**src/rtl/pipelined_add_sub_if.sv**
```systemverilog
// Operand/result handshake bundle for pipelined_add_sub.
// The master side drives operands and the result-ready signal; the slave side is the adder.
interface pipelined_add_sub_if #(
  parameter int WIDTH = 32
);
  logic             in_valid_i;
  logic             in_ready_o;
  logic [WIDTH-1:0] A_i;
  logic [WIDTH-1:0] B_i;
  logic             sub_i;
  logic             c_in;
  logic             out_valid_o;
  logic             out_ready_i;
  logic [WIDTH-1:0] S_o;
  logic             c_out;
  logic             ovf_o;

  modport master (
    output in_valid_i, A_i, B_i, sub_i, c_in, out_ready_i,
    input  in_ready_o, out_valid_o, S_o, c_out, ovf_o
  );

  modport slave (
    input  in_valid_i, A_i, B_i, sub_i, c_in, out_ready_i,
    output in_ready_o, out_valid_o, S_o, c_out, ovf_o
  );
endinterface

```
**src/rtl/pipelined_add_sub.sv**
```systemverilog
// Skewed add/subtract pipeline: one CHUNK-bit slice resolved per stage, carry registered between
// stages, whole pipe advancing together under valid/ready backpressure.
module pipelined_add_sub #(
  parameter int WIDTH = 32,
  parameter int CHUNK = 8
) (
  input logic                clk,
  input logic                rst,
  pipelined_add_sub_if.slave bus
);
  localparam int NSTAGES = WIDTH / CHUNK;

  if (WIDTH % CHUNK != 0) begin : gBadConfig
    $error("pipelined_add_sub: WIDTH must be a multiple of CHUNK");
  end

  logic             adv;
  logic             outValid_q, outValid_d;
  logic             cOut_q, cOut_d;
  logic             ovf_q, ovf_d;
  logic [WIDTH-1:0] sum_q, sum_d;
  logic             lastCarry;
  logic             msbCarry;

  assign adv            = bus.out_ready_i | ~outValid_q;
  assign bus.in_ready_o = adv;

  // Stage k sees the operand bits not yet consumed, with its own slice in the low CHUNK bits.
  // Stage 0 is fed straight from the input port; later stages from the previous boundary registers.
  for (genvar k = 0; k < NSTAGES; k++) begin : gStage
    localparam int LO  = k * CHUNK;
    localparam int OPW = WIDTH - LO;

    logic                validIn;
    logic                subIn;
    logic                carryIn;
    logic [OPW-1:0]      opA;
    logic [OPW-1:0]      opB;
    logic [CHUNK:0]      sliceSum;
    logic [LO+CHUNK-1:0] sumAcc;

    assign sliceSum = {1'b0, opA[CHUNK-1:0]} + {1'b0, opB[CHUNK-1:0]} + {{CHUNK{1'b0}}, carryIn};

    if (k == 0) begin : gEntry
      // Subtraction is A + ~B + ~borrow, so the inversion happens once, at the entry.
      assign validIn = bus.in_valid_i;
      assign subIn   = bus.sub_i;
      assign carryIn = bus.sub_i ^ bus.c_in;
      assign opA     = bus.A_i;
      assign opB     = bus.sub_i ? ~bus.B_i : bus.B_i;
      assign sumAcc  = sliceSum[CHUNK-1:0];
    end else begin : gBoundary
      logic [LO-1:0] sumLow_q;

      always_ff @(posedge clk or posedge rst) begin
        if (rst) begin
          validIn  <= 1'b0;
          subIn    <= 1'b0;
          carryIn  <= 1'b0;
          opA      <= '0;
          opB      <= '0;
          sumLow_q <= '0;
        end else if (adv) begin
          validIn  <= gStage[k-1].validIn;
          subIn    <= gStage[k-1].subIn;
          carryIn  <= gStage[k-1].sliceSum[CHUNK];
          opA      <= gStage[k-1].opA[OPW+CHUNK-1:CHUNK];
          opB      <= gStage[k-1].opB[OPW+CHUNK-1:CHUNK];
          sumLow_q <= gStage[k-1].sumAcc;
        end
      end

      assign sumAcc = {sliceSum[CHUNK-1:0], sumLow_q};
    end
  end

  // Signed overflow: carry into the MSB differs from carry out of it.
  assign lastCarry = gStage[NSTAGES-1].sliceSum[CHUNK];
  assign msbCarry  = gStage[NSTAGES-1].opA[CHUNK-1] ^ gStage[NSTAGES-1].opB[CHUNK-1] ^
                     gStage[NSTAGES-1].sliceSum[CHUNK-1];

  assign outValid_d = gStage[NSTAGES-1].validIn;
  assign sum_d      = gStage[NSTAGES-1].sumAcc;
  assign cOut_d     = gStage[NSTAGES-1].subIn ^ lastCarry;
  assign ovf_d      = msbCarry ^ lastCarry;

  always_ff @(posedge clk or posedge rst) begin
    if (rst) begin
      outValid_q <= 1'b0;
      sum_q      <= '0;
      cOut_q     <= 1'b0;
      ovf_q      <= 1'b0;
    end else if (adv) begin
      outValid_q <= outValid_d;
      sum_q      <= sum_d;
      cOut_q     <= cOut_d;
      ovf_q      <= ovf_d;
    end
  end

  assign bus.out_valid_o = outValid_q;
  assign bus.S_o         = sum_q;
  assign bus.c_out       = cOut_q;
  assign bus.ovf_o       = ovf_q;
endmodule

```
**src/flat_wrapper.sv**
```systemverilog
// flat-port wrapper written by rule: the top's interface ports become plain ports
module pipelined_add_sub_flat 
#(
  parameter int WIDTH = 32,
  parameter int CHUNK = 8
)
  (clk, rst, bus_in_valid_i, bus_A_i, bus_B_i, bus_sub_i, bus_c_in, bus_out_ready_i, bus_in_ready_o, bus_out_valid_o, bus_S_o, bus_c_out, bus_ovf_o);
  pipelined_add_sub_if #(.WIDTH(WIDTH)) bus_i ();
  input logic clk;
  input logic rst;
  input wire logic [$bits(bus_i.in_valid_i)-1:0] bus_in_valid_i;
  input wire logic [$bits(bus_i.A_i)-1:0] bus_A_i;
  input wire logic [$bits(bus_i.B_i)-1:0] bus_B_i;
  input wire logic [$bits(bus_i.sub_i)-1:0] bus_sub_i;
  input wire logic [$bits(bus_i.c_in)-1:0] bus_c_in;
  input wire logic [$bits(bus_i.out_ready_i)-1:0] bus_out_ready_i;
  output wire logic [$bits(bus_i.in_ready_o)-1:0] bus_in_ready_o;
  output wire logic [$bits(bus_i.out_valid_o)-1:0] bus_out_valid_o;
  output wire logic [$bits(bus_i.S_o)-1:0] bus_S_o;
  output wire logic [$bits(bus_i.c_out)-1:0] bus_c_out;
  output wire logic [$bits(bus_i.ovf_o)-1:0] bus_ovf_o;
  assign bus_i.in_valid_i = bus_in_valid_i;
  assign bus_i.A_i = bus_A_i;
  assign bus_i.B_i = bus_B_i;
  assign bus_i.sub_i = bus_sub_i;
  assign bus_i.c_in = bus_c_in;
  assign bus_i.out_ready_i = bus_out_ready_i;
  assign bus_in_ready_o = bus_i.in_ready_o;
  assign bus_out_valid_o = bus_i.out_valid_o;
  assign bus_S_o = bus_i.S_o;
  assign bus_c_out = bus_i.c_out;
  assign bus_ovf_o = bus_i.ovf_o;
  pipelined_add_sub #(.WIDTH(WIDTH), .CHUNK(CHUNK)) u_core (.clk(clk), .rst(rst), .bus(bus_i));
endmodule
```
**config.mk**
```make
export PLATFORM = sky130hd
export DESIGN_NAME = pipelined_add_sub_flat
export DESIGN_NICKNAME = d
export VERILOG_FILES = /design/src/rtl/pipelined_add_sub_if.sv /design/src/rtl/pipelined_add_sub.sv /design/src/flat_wrapper.sv
export SDC_FILE = /design/constraint.sdc
export NUM_CORES = 1
export LEC_CHECK = 0
export ABC_AREA = 1
export BUFFER_PORTS_ARGS = -buffer_cell sky130_fd_sc_hd__buf_2
export CORE_UTILIZATION = 50
export CTS_CLUSTER_SIZE = 28
export DETAILED_ROUTE_END_ITERATION = 8
export PLACE_DENSITY = 0.7
export SKIP_LAST_GASP = 1
export SLEW_MARGIN = 40
export SYNTH_ARGS = -nofsm -noshare
export SYNTH_HDL_FRONTEND = slang
export SYNTH_SLANG_ARGS = --single-unit
export TNS_END_PERCENT = 20
```
**constraint.sdc**
```tcl
create_clock -name clk -period 15.1 [get_ports clk]
set_clock_uncertainty 0.05 [all_clocks]
set_input_delay 1.51 -clock clk [delete_from_list [all_inputs] [get_ports clk]]
set_output_delay 1.51 -clock clk [all_outputs]
set_load 0.02 [all_outputs]
```
==> results.sh, run 1 <==
export IMPL_run_status="completed"
export IMPL_synth_async_reset_ratio=1.00
export IMPL_cts_hold_buf=0
export IMPL_gp_congestion=0.818
export IMPL_grt_start_max_net_pins=124
export IMPL_initial_core_util=0.518
export IMPL_place_inst=1296
export IMPL_min_period_ns=4.05
export IMPL_die_area_um2=18000
export IMPL_drv_slew=0
export IMPL_worst_slack_ns=11.05
export IMPL_clock_latency_ns=0.43
export IMPL_first_pass_iters=5
export IMPL_cp_end_kind="primary output"
export IMPL_antenna_left=0
export IMPL_cpMostUsedCell="buf_2"
export IMPL_drc=0
export IMPL_grt_first_pass_wirelength_um=28500
export IMPL_drive_gt1_frac=0.130
export IMPL_cts_root_buf="clkbuf_16"
export IMPL_rsz0062_at_grt="false"
export IMPL_max_freq_mhz=247
export IMPL_synthTopCellsByCount="479 x nand2_1, 188 x dfrtp_1, 75 x o21ai_0"
export IMPL_clock_sinks=188
export IMPL_syn_inst=1011
export IMPL_multiInputGateArea_um2=3510
export IMPL_drtIter0Drc=384
export IMPL_cts_buffers=17
export IMPL_synth_edf_count=0
export IMPL_antenna_found_initial=0
export IMPL_diodes=0
export IMPL_ys_types=23
export IMPL_grt_overflow=0
export IMPL_clkTransAtPathRegs_ns=0.06
export IMPL_syn_area_um2=8720
export IMPL_finalSetupViolCount=0
export IMPL_cp_cell_sequence="buf_2 > nor2_4 > inv_4 > buf_2"
export IMPL_finalSetupTns_ns=0
export IMPL_io_buffers=105
export IMPL_hold_viol=0
export IMPL_critical_path_class="in2out"
export IMPL_netlist_top_cell_by_area="dfrtp_1"
export IMPL_netlist_top_cells_area="dfrtp_1 54%, nand2_1 21%, o21ai_0 4.3%, ha_1 4.0%, xnor2_1 3.0%"
export IMPL_irDropWorstVdd_v=0.0000951
export IMPL_cp_start_kind="input port"
export IMPL_dp_slack_ns=11.04
export IMPL_cts_setup_buffers=0
export IMPL_post_dp_hpwl_um=10400
export IMPL_cp_data_required_time_ns=13.54
export IMPL_fillers=1549
export IMPL_ys_seq_area_frac=0.540
export IMPL_p_leak_nw=5.28
export IMPL_power_density_nw_per_um2=211
export IMPL_track_usage=0.200
export IMPL_coreArea_um2=16800
export IMPL_hp_class="reg2reg"
export IMPL_die_w_um=134
export IMPL_rows=47
export IMPL_yosysWarnings=0
export IMPL_synth_seq_cells=188
export IMPL_first_global_vias=6247
export IMPL_io_pins=106
export IMPL_synth_avg_cell_area_um2=8.62
export IMPL_rrSetupSlack_ns=12.73
export IMPL_htreeDepth=4
export IMPL_synth_most_common_cell="nand2_1"
export IMPL_fin_cells=1328
export IMPL_crit_path_max_incr_delay_ns=0.51
export IMPL_final_util=0.590
export IMPL_crit_path_top_delay_cell="inv_4"
export IMPL_synth_nets=1117
export IMPL_ys_flop_type="dfrtp_1"
export IMPL_num_vias=6457
export IMPL_cts_repair_resized=0
export IMPL_wl_per_cell_um=12.3
export IMPL_die_y_um=134
export IMPL_fin_nets=1201
export IMPL_yosys_area_top_type_share=0.540
export IMPL_via_per_inst=4.86
export IMPL_crit_arrival_ns=2.49
export IMPL_path_max_fanout=79
export IMPL_area_growth_pct=13.8
export IMPL_max_cap_viol_count=0
export IMPL_relSlewSlack=0.491
export IMPL_cts_tree="yes"
export IMPL_seqCellArea_um2=4700
export IMPL_route_final_wire_length_um=16300
export IMPL_period_share=0.268
export IMPL_clk_path_buf_depth=2
export IMPL_worst_pin_slew_ns=0.764
placed cells by master, fill, tap and decap left out, types with 2 or more instances in the layout:
cell / Yosys / layout
xnor2_1: 30 / 30
a21oi_1: 15 / 15
xor2_1: 12 / 12
nand3_1: 29 / 29
clkinv_2: 0 / 2
a211oi_1: 3 / 3
inv_1: 58 / 57
nand3b_1: 5 / 5
bufinv_16: 0 / 3
clkinv_4: 0 / 4
clkbuf_8: 0 / 2
nand4_1: 6 / 6
nand2_1: 479 / 479
a21o_1: 3 / 3
fa_1: 8 / 8
buf_2: 20 / 105
nor2_1: 21 / 21
o21ai_0: 75 / 75
buf_4: 8 / 2
or2_1: 3 / 3
clkbuf_16: 0 / 17
dfrtp_1: 188 / 188
ha_1: 28 / 28
buf_6: 8 / 3
metrics by stage:
stage	power (mW)	instance area (um2)	hold slack, ns
after floorplan	1.46	8720	0.370
after global placement	1.61	9280	0.392
after detailed placement	1.64	9290	0.389
after CTS	2.12	9910	0.404
after global routing	2.28	9920	0.429
final	2.09	9920	0.402
registers in the layout (all words and copies together), names as in the netlist:
| register | flops |
|---|---|
| u_core.gStage.opA | 48 |
| u_core.gStage.subIn | 3 |
| u_core.gStage.carryIn | 3 |
| u_core.gStage.validIn | 3 |
| u_core.bus.S_o | 32 |
| u_core.gStage.opB | 48 |
| u_core.bus.out_valid_o | 1 |
| u_core.bus.c_out | 1 |
| u_core.bus.ovf_o | 1 |
| u_core.gStage.gBoundary.sumLow_q | 48 |
worst max-delay path: cells and delay by family:
| kind | cells | cell delay [ns] |
|---|---|---|
| buf+inv | 3 | 0.90 |
| simple gates | 1 | 0.05 |
report_power, final:
part,switching [mW],internal [mW],total [mW]
combinational,0.492,0.288,0.780
sequential,0.122,0.729,0.850
clock,0.193,0.272,0.464
cell type report:
type,instances,area share
inverter,59,0.0238
multi-input combinational,719,0.354
sequential,188,0.474
clock buffer,20,0.0461
timing repair buffer,110,0.0579
clock inverter,12,0.0164
tap,220,0.0278
kinds of logic (layout without fill, tap and decap cells):
family | Yosys count | count (layout) | synth area share
DFF | 188 | 188 | 0.540
AOI/OAI and AO/OA | 97 | 97 | 0.0574
xor gates and xnor gates | 42 | 42 | 0.0422
and+or+nand+nor | 544 | 544 | 0.244
adders and majority gates | 36 | 36 | 0.0586
buffers and inverters | 104 | 201 | 0.0580
routing by layer:
layer	GRT usage	wire length [um]	part of all wire
met2	0.339	7800	0.48
met5	0	0	0
met3	0.0438	482	0.030
met4	0.0581	200	0.012
met1	0.258	7830	0.48
path summary, 6_finish.rpt:
kind / from / endpoint / cells past startpoint
max in group asynchronous: rst / u_core.gStage[3].opA[4]$_DFFE_PP0P_ / 3
min in group asynchronous: rst / u_core.bus.S_o[14]$_DFFE_PP0P_ / 2
worst max-delay path: bus_out_ready_i / bus_in_ready_o / 4
worst max register to register: u_core.bus.out_valid_o$_DFFE_PP0P_ / u_core.gStage[1].gBoundary.sumLow_q[2]$_DFFE_PP0P_ / 6
worst min register to register: u_core.gStage[3].validIn$_DFFE_PP0P_ / u_core.bus.out_valid_o$_DFFE_PP0P_ / 2
worst min-delay path: u_core.gStage[3].validIn$_DFFE_PP0P_ / u_core.bus.out_valid_o$_DFFE_PP0P_ / 2
Power figures use the tool's default switching activity.
==> inputs of run 2 (changes only) <==
--- a/config.mk
+++ b/config.mk
@@ -10,7 +10,7 @@
 export CORE_UTILIZATION = 50
 export CTS_CLUSTER_SIZE = 28
 export DETAILED_ROUTE_END_ITERATION = 8
-export PLACE_DENSITY = 0.7
+export PLACE_DENSITY = 0.73
 export SKIP_LAST_GASP = 1
 export SLEW_MARGIN = 40
 export SYNTH_ARGS = -nofsm -noshare
==> constraint.sdc (replaced) <==
create_clock -name clk -period 3.65 [get_ports clk]
set_clock_uncertainty 0.05 [all_clocks]
set_input_delay 0.365 -clock clk [delete_from_list [all_inputs] [get_ports clk]]
set_output_delay 0.365 -clock clk [all_outputs]
set_load 0.02 [all_outputs]
==> run 2 against run 1 <==
Compared with the run above:
- final area rose by 0.66%
- wire length rose by 1.6%
- worst hold slack got worse by 0.39 ns
- sequential power rose to 4.1 times the previous value
- setup slack got worse by 9.5 ns
- total power rose to 4.2 times the previous value
- first-iteration DRC count rose by 41%
- flip-flop and latch count did not move
- die area did not move
- critical endpoint unchanged
==> results.sh, run 2 (synthesis gave the netlist of run 1 again) <==
export IMPL_pwr_share_clk=0.224
export IMPL_finalSetupViolCount=0
export IMPL_cts_setup_buffers=0
export IMPL_route_final_wire_length_um=16600
export IMPL_largestRegisters="u_core.gStage.gBoundary.sumLow_q (48), u_core.gStage.opA (48), u_core.gStage.opB (48)"
export IMPL_first_pass_iters=5
export IMPL_drv_slew=0
export IMPL_holdWs_ns=0.00997
export IMPL_min_period_ns=2.13
export IMPL_power_density_nw_per_um2=875
export IMPL_track_usage=0.201
export IMPL_antenna_left=0
export IMPL_rrSetupSlack_ns=1.74
export IMPL_cts_repair_resized=0
export IMPL_io_pins=106
export IMPL_cp_end_kind="primary output"
export IMPL_drtIter0Drc=543
export IMPL_antenna_found_initial=0
export IMPL_path_max_fanout=90
export IMPL_met3_usage=0.0359
export IMPL_hold_viol=0
export IMPL_coreArea_um2=16800
export IMPL_max_cap_viol_count=0
export IMPL_grt_first_pass_wirelength_um=28600
export IMPL_post_dp_cell_area_um2=9330
export IMPL_p_sw_mw=3.39
export IMPL_io_buffers=105
export IMPL_rsz0062_at_grt="false"
export IMPL_intPower_mw=5.34
export IMPL_worst_pin_slew_ns=0.654
export IMPL_htreeDepth=4
export IMPL_final_common_cell="nand2_1"
export IMPL_pwr_share_seq=0.401
export IMPL_die_w_um=134
export IMPL_cp_cell_sequence="inv_1 > nor2_4 > inv_6 > buf_2"
export IMPL_first_global_vias=6265
export IMPL_use_met1=0.272
export IMPL_wl_per_cell_um=12.5
export IMPL_drive_gt1_frac=0.133
export IMPL_finalSetupTns_ns=0
export IMPL_die_y_um=134
export IMPL_clock_latency_ns=0.44
export IMPL_grt_use_met2=0.323
export IMPL_p_comb_frac=0.375
export IMPL_design_area_um2=9980
export IMPL_via_per_inst=4.88
export IMPL_cts_root_buf="clkbuf_16"
export IMPL_fin_nets=1204
export IMPL_gp_congestion=0.852
export IMPL_busiest_layer="met2"
export IMPL_clock_sinks=188
export IMPL_crit_path_top_delay_cell="inv_6"
export IMPL_clk_path_buf_depth=2
export IMPL_rows=47
export IMPL_relSlewSlack=0.564
export IMPL_final_cell_mix="479 x nand2_1, 188 x dfrtp_1, 105 x buf_2"
export IMPL_initial_core_util=0.518
export IMPL_hp_class="in2async"
export IMPL_diodes=0
export IMPL_cts_buffers=17
export IMPL_num_vias=6495
export IMPL_crit_arrival_ns=1.72
export IMPL_grt_start_max_net_pins=221
export IMPL_cts_tree="yes"
export IMPL_max_freq_mhz=469
export IMPL_switching_share=0.388
export IMPL_drc=0
export IMPL_cts_hold_buf=0
export IMPL_worstRegToRegCells=6
export IMPL_post_dp_hpwl_um=10500
export IMPL_run_status="completed"
export IMPL_period_share=0.585
export IMPL_irDropWorstVdd_v=0.000400
export IMPL_cp_data_required_time_ns=3.23
export IMPL_critical_path_class="reg2out"
export IMPL_clkTransAtPathRegs_ns=0.07
export IMPL_die_area_um2=18000
export IMPL_cp_start_kind="flip-flop"
export IMPL_grt_overflow=0
export IMPL_crit_path_max_incr_delay_ns=0.45
export IMPL_area_growth_pct=14.5
export IMPL_p_leak_nw=5.29
run 2: changes by cell type in the layout (fill, tap and decap cells not counted), sizes merged:
| cell | delta |
|---|---|
| clkinvlp | +3 |
| inv | +3 |
| clkinv | -4 |
| clkbuf | -2 |
| buf | +3 |
run 2: layout make-up:
class	count	area [um2]
repair buffers	113	643
inverters	59	230
well taps	220	275
multi-input cells	719	3510
clock buffers	18	439
flip-flops and latches	188	4700
clock inverters	14	183
fillers	1547	6840
run 2: critical path: cells and delay by family, from the launching register on:
kind                   cells  cell delay [ns]
and+or+nand+nor            1             0.06
buffers and inverters      3             0.83
DFF                        1             0.38
run 2: metal layers:
layer | part of all wire | vias to the layer above | wire (um)
met5 | 0 | - | 0
met4 | 0.017 | 0 | 290
met3 | 0.038 | 26 | 623
met2 | 0.46 | 131 | 7600
met1 | 0.49 | 3010 | 8070
li1 | - | 3328 | -
run 2: worst paths after layout:
| path | start | end |
|---|---|---|
| setup / recovery | u_core.bus.out_valid_o$_DFFE_PP0P_ | bus_in_ready_o |
| min in group clk | bus_A_i[14] | u_core.gStage[1].opA[6]$_DFFE_PP0P_ |
| max in group asynchronous | rst | u_core.gStage[1].opA[22]$_DFFE_PP0P_ |
| hold / removal | rst | u_core.gStage[1].opB[4]$_DFFE_PP0P_ |
| setup reg to reg | u_core.gStage[2].opB[0]$_DFFE_PP0P_ | u_core.gStage[3].gBoundary.sumLow_q[20]$_DFFE_PP0P_ |
| hold reg to reg | u_core.gStage[3].validIn$_DFFE_PP0P_ | u_core.bus.out_valid_o$_DFFE_PP0P_ |
run 2: through the flow:
stage | setup WS (ns) | utilization | total power, mW | std cells
after global placement | 1.37 | 0.555 | 6.68 | 1298
after CTS | 1.29 | 0.592 | 8.79 | 1330
after floorplan | 0.815 | - | 6.02 | 1011
after global routing | 1.39 | 0.593 | 9.48 | 1331
after detailed placement | 1.30 | 0.555 | 6.81 | 1298
final | 1.52 | 0.593 | 8.73 | 1331
run 2: power by group through the flow:
stage	Combinational, mW	Sequential, mW	Clock (mW)
global route	3.80	3.62	2.07
detailed placement	3.27	3.54	0
floorplan	2.35	3.67	0
global placement	3.18	3.51	0
finish	3.28	3.50	1.95
CTS	3.30	3.51	1.99
